$ cat src/rtl/bit_serializer_if.sv
`default_nettype none
// ============================================================================
// Module   : bit_serializer_if
// Purpose  : Word-vector input and bit-plane output handshake bundle.
// Revision : 1.0
// ============================================================================
interface bit_serializer_if #(
  parameter int w = 32,
  parameter int n = 8
);
  logic                 i_valid;
  logic                 i_ready;
  logic [n*w-1:0]       i_data;
  logic [$clog2(w):0]   i_prec;
  logic                 i_signed;
  logic                 o_valid;
  logic                 o_ready;
  logic [n-1:0]         o_bits;
  logic                 o_first;
  logic                 o_last;
  logic                 o_neg;

  modport master (
    output i_valid, i_data, i_prec, i_signed, o_ready,
    input  i_ready, o_valid, o_bits, o_first, o_last, o_neg
  );

  modport slave (
    input  i_valid, i_data, i_prec, i_signed, o_ready,
    output i_ready, o_valid, o_bits, o_first, o_last, o_neg
  );
endinterface
`default_nettype wire

$ cat src/rtl/bit_serializer.sv
`default_nettype none
// ============================================================================
// Module   : bit_serializer
// Purpose  : Accepts n lane words and emits them MSB-first as n-bit planes.
// Revision : 1.0
// ============================================================================
module bit_serializer #(
  parameter int w = 32,
  parameter int n = 8
) (
  input  logic             clk,
  input  logic             clr,
  bit_serializer_if.slave  bus
);

  localparam int IW = $clog2(w);
  localparam int PW = $clog2(w) + 1;
  localparam logic [PW-1:0] C_W = PW'(w);

  logic [n*w-1:0] data_q,  data_d;
  logic [IW-1:0]  idx_q,   idx_d;
  logic           valid_q, valid_d;
  logic           first_q, first_d;
  logic           sign_q,  sign_d;

  logic           w_last;
  logic           w_accept;
  logic           w_advance;
  logic [PW-1:0]  w_prec;
  logic [IW-1:0]  w_idx;

  assign w_last    = valid_q & (idx_q == '0);
  assign bus.i_ready = ~valid_q | (bus.o_ready & w_last);
  assign w_accept  = bus.i_valid & bus.i_ready;
  assign w_advance = valid_q & bus.o_ready;

  // Precision beyond the word width is clamped, so the MSB plane is bit w-1.
  assign w_prec = (bus.i_prec > C_W) ? C_W : bus.i_prec;
  assign w_idx  = IW'(w_prec - PW'(1));

  always_comb begin
    data_d  = data_q;
    idx_d   = idx_q;
    valid_d = valid_q;
    first_d = first_q;
    sign_d  = sign_q;
    if (w_accept) begin
      data_d  = bus.i_data;
      sign_d  = bus.i_signed;
      valid_d = (w_prec != '0);
      first_d = (w_prec != '0);
      idx_d   = (w_prec != '0) ? w_idx : '0;
    end else if (w_advance) begin
      first_d = 1'b0;
      if (idx_q == '0) begin
        valid_d = 1'b0;
      end else begin
        idx_d = idx_q - IW'(1);
      end
    end
  end

  always_ff @(posedge clk) begin
    if (clr) begin
      data_q  <= '0;
      idx_q   <= '0;
      valid_q <= 1'b0;
      first_q <= 1'b0;
      sign_q  <= 1'b0;
    end else begin
      data_q  <= data_d;
      idx_q   <= idx_d;
      valid_q <= valid_d;
      first_q <= first_d;
      sign_q  <= sign_d;
    end
  end

  for (genvar k = 0; k < n; k++) begin : g_lane
    logic [w-1:0] w_word;
    assign w_word        = data_q[k*w +: w];
    assign bus.o_bits[k] = w_word[idx_q];
  end

  assign bus.o_valid = valid_q;
  assign bus.o_first = first_q;
  assign bus.o_last  = w_last;
  // Only the MSB plane of a two's-complement word carries negative weight.
  assign bus.o_neg   = sign_q & first_q;

endmodule
`default_nettype wire

$ cat src/flat_wrapper.sv
// flat-port wrapper written by rule: the top's interface ports become plain ports
module bit_serializer_flat 
#(
  parameter int w = 32,
  parameter int n = 8
)
  (clk, clr, bus_i_valid, bus_i_data, bus_i_prec, bus_i_signed, bus_o_ready, bus_i_ready, bus_o_valid, bus_o_bits, bus_o_first, bus_o_last, bus_o_neg);
  bit_serializer_if #(.w(w), .n(n)) bus_i ();
  input  logic clk;
  input  logic clr;
  input wire logic [$bits(bus_i.i_valid)-1:0] bus_i_valid;
  input wire logic [$bits(bus_i.i_data)-1:0] bus_i_data;
  input wire logic [$bits(bus_i.i_prec)-1:0] bus_i_prec;
  input wire logic [$bits(bus_i.i_signed)-1:0] bus_i_signed;
  input wire logic [$bits(bus_i.o_ready)-1:0] bus_o_ready;
  output wire logic [$bits(bus_i.i_ready)-1:0] bus_i_ready;
  output wire logic [$bits(bus_i.o_valid)-1:0] bus_o_valid;
  output wire logic [$bits(bus_i.o_bits)-1:0] bus_o_bits;
  output wire logic [$bits(bus_i.o_first)-1:0] bus_o_first;
  output wire logic [$bits(bus_i.o_last)-1:0] bus_o_last;
  output wire logic [$bits(bus_i.o_neg)-1:0] bus_o_neg;
  assign bus_i.i_valid = bus_i_valid;
  assign bus_i.i_data = bus_i_data;
  assign bus_i.i_prec = bus_i_prec;
  assign bus_i.i_signed = bus_i_signed;
  assign bus_i.o_ready = bus_o_ready;
  assign bus_i_ready = bus_i.i_ready;
  assign bus_o_valid = bus_i.o_valid;
  assign bus_o_bits = bus_i.o_bits;
  assign bus_o_first = bus_i.o_first;
  assign bus_o_last = bus_i.o_last;
  assign bus_o_neg = bus_i.o_neg;
  bit_serializer #(.w(w), .n(n)) u_core (.clk(clk), .clr(clr), .bus(bus_i));
endmodule
$ cat config.mk
export PLATFORM = sky130hd
export DESIGN_NAME = bit_serializer_flat
export DESIGN_NICKNAME = d
export VERILOG_FILES = /design/src/rtl/bit_serializer_if.sv /design/src/rtl/bit_serializer.sv /design/src/flat_wrapper.sv
export SDC_FILE = /design/constraint.sdc
export NUM_CORES = 1
export LEC_CHECK = 0
export CORE_UTILIZATION = 49
export CTS_BUF_LIST = sky130_fd_sc_hd__clkbuf_16
export DETAILED_ROUTE_END_ITERATION = 12
export PLACE_DENSITY = 0.77
export SYNTH_ARGS = -nofsm -noshare
export SYNTH_HDL_FRONTEND = slang
export SYNTH_SLANG_ARGS = --single-unit
$ cat constraint.sdc
create_clock -name clk -period 3.25 [get_ports clk]
set_input_delay 0.325 -clock clk [delete_from_list [all_inputs] [get_ports clk]]
set_output_delay 0.325 -clock clk [all_outputs]
set_load 0.1 [all_outputs]
==> summary.md <==
| Metric | Value |
|---|---|
| Final min period | `3.11 ns` |
| IO Pins | `280` |
| EDFF count, synth | `0` |
| Setup Viol. Count Final | `0` |
| Arrival @ worst endpoint | `2.79 ns` |
| Slowest cell delay on critical path | `0.64 ns` |
| Clock Tree Buf Depth | `3` |
| Gr ovfl total | `0` |
| Top-area cell type share of the netlist area | `46.5%` |
| Routed WL per cell | `17.3 um` |
| CTS tree | `built` |
| Number of gates resized after CTS | `0` |
| Most instantiated library cell after synthesis | `nand2_1` |
| Number of detailed-route iterations in the first pass | `5` |
| Row cnt | `55` |
| Yosys top cell by area | `dfxtp_1` |
| DR vias/cell | `5.53` |
| Placeable Area | `22700 um2` |
| Leakage dissipation | `5.72 nW` |
| Vias in the first global route | `10000` |
| Setup crit end kind | `output pin` |
| Chip Height | `154 um` |
| Total of max-cap violations | `0` |
| Crit-path max FO | `23` |
| Primary FF master, synth | `dfxtp_1` |
| Synthesized Nets | `1631` |
| Fin Setup TNS | `0 ns` |
| GRT Overall Usage | `27.0%` |
| Cells after Synth | `1362` |
| Relative slew slack | `32.4%` |
| Die area | `23800 um2` |
| Buf/Inv on CP | `2` |
| Port Buffers | `279` |
| Via count | `10500` |
| Initial Utilization | `50.1%` |
| Synth area leaders | `dfxtp_1 46%, nand2_1 18%, a21oi_1 12%, mux4_2 9.5%, mux2_2 3.2%` |
| Clock transition at the registers of the reported paths | `0.06 ns` |
| Routed WL | `32700 um` |
| Layout area overhead | `34.7%` |
| First-pass GRT wire length | `51300 um` |
| Seq/Total Area, Yosys | `46.5%` |
| Post-synth ARST share | `0%` |
| Final Hold Viols | `0` |
| Crit-path cells | `buf_4 > mux4_2 > a22oi_1 > and3_1 > a31oi_1 > buf_12` |
| Worst min path class | `in -> reg` |
| Initial drt markers | `868` |
| Pins Over Slew Limit | `0` |
| Worst VDD drop | `0.336 mV` |
| Routability cong. | `0.857` |
| Pwr Density | `604 nW/um2` |
| Syn avg cell area | `8.35 um2` |
| Cell Area, Synth | `11400 um2` |
| Root buffer cell | `clkbuf_16` |
| Startpoint types | `flop` |
| Layout Utilization | `67.5%` |
| Status | `finished, final reports clean` |
| RSZ-0062 raised after global routing | `no` |
| Slew of the pin with the lowest slew margin | `1.01 ns` |
| Crit share post-route | `95.8%` |
| Synth cell count leaders | `535 x nand2_1, 264 x dfxtp_1, 263 x a21oi_1, 59 x clkbuf_1, 48 x mux4_2` |
| Yosys Warn Count | `0` |
| Worst Skew | `0.00917 ns` |
| Req. time, crit path | `2.92 ns` |
| Setup CP Type | `reg -> out` |
| Worst path top cell family by delay | `buffers and inverters` |
| Slowest cell on crit path | `dfxtp_2` |
| Remaining DRCs | `0` |
| H-tree Lvls | `1` |
| HPWL Detailed | `22000 um` |
| Clk_lat worst skew | `0.53 ns` |
| Peak Freq | `0.321 GHz` |
| Seq cells post-synth | `264` |
| Largest net degree at the start of global routing | `154` |
| Clock Sink Count | `264` |
| TritonCTS buffer count | `28` |
| Layout cell share with drive strength beyond 1 | `10.5%` |
| Die width | `154 um` |
| Synth cell types | `40` |
| DRT antenna net count | `0` |
| Fin nets | `1854` |
| Initial antenna violation count | `2` |
cells by family (layout without fill, tap and decap cells):
group           Yosys count  after routing  synth area share [%]
mux                      80             80                  12.7
other cells               0              1                     0
xor+xnor                  1              1                0.0770
simple gates            579            579                  20.1
compound gates          319            319                  15.4
fa+ha+maj                 2              2                 0.220
flops                   264            264                  46.5
buf+inv                 117            360                  5.09
state kept, by name (all words and copies together) (netlist names):
register,count
u_core.sign_q,1
u_core.idx_q,5
u_core.data_q,256
u_core.bus.o_first,1
u_core.bus.o_valid,1
power breakdown:
part / switching [W] / internal (W)
Sequential: 0.000205 / 0.00354
Combinational: 0.00128 / 0.00101
Clock: 0.00129 / 0.00193
Total: 0.00278 / 0.00648
per-layer routing:
layer | GRT usage, % | vias to the layer above | part of all wire, %
li1 | - | 5074 | -
met1 | 35.6 | 4886 | 42
met2 | 45.0 | 434 | 47
met3 | 4.62 | 62 | 7.5
met4 | 9.10 | 2 | 2.7
met5 | 0 | - | 0.040
worst paths after layout:
path	start	end	depth (start not counted)	slack [ns]
max	u_core.idx_q[2]$_SDFFE_PP0P_	bus_o_bits[0]	6	0.14
min	bus_i_data[204]	u_core.data_q[204]$_SDFFE_PP0P_	3	0.33
max reg2reg	u_core.idx_q[2]$_SDFFE_PP0P_	u_core.idx_q[3]$_SDFFE_PP0P_	6	0.67
min reg2reg	u_core.data_q[189]$_SDFFE_PP0P_	u_core.data_q[189]$_SDFFE_PP0P_	2	0.45
timing repair:
action / in CTS / in global routing
setup buffers: 0 / 1
setup endpoints to repair: 0 / 2
hold buffers: 0 / 0
layout make-up:
cell class	instances	area [um2]
Fill cell	1837	7390
Sequential cell	264	5290
Clock inverter	21	203
Inverter	7	26.3
Multi-Input combinational cell	981	5530
Antenna cell	1	2.50
Timing Repair Buffer	303	3180
Tap cell	285	357
Clock buffer	29	726
stage by stage:
stage	std cells	total power, W	setup WS, ns	area [um2]	hold WS [ns]
6_report	1891	0.00926	0.138	15300	0.334
3_5_place_dp	1839	0.00608	0.661	14400	0.443
4_1_cts	1889	0.00928	0.0884	15300	0.319
2_1_floorplan	1362	0.00521	0.0275	11400	0.432
5_1_grt	1891	0.00963	0.0355	15300	0.332
3_3_place_gp	1839	0.00604	0.701	14400	0.438
layout by cell type, fill, tap and decap left out, drive strengths merged, types with 2 or more instances in the layout:
master	netlist	routed
nand2	535	535
clkdlybuf4s50	0	267
a21oi	264	264
dfxtp	264	264
mux4	48	48
buf	51	35
mux2	32	32
clkbuf	59	30
a221oi	16	16
a22oi	16	16
clkinv	1	13
inv	6	10
and3	8	8
a31oi	8	8
nor3	7	7
nand3	7	7
nor2	5	5
and2	4	4
bufinv	0	4
nor2b	4	4
a2111oi	3	3
nand2b	2	2
a311oi	2	2
o21ai	2	2
a211oi	2	2
ha	2	2
nor3b	2	2
a21o	2	2
o311ai	2	2
tightest hold or removal path, cell delays in order:
cell	delay [ns]
clkdlybuf4s50_1	0.39
nand2_1	0.05
a21oi_1	0.05
No activity file was read; power rests on OpenSTA's default activity.
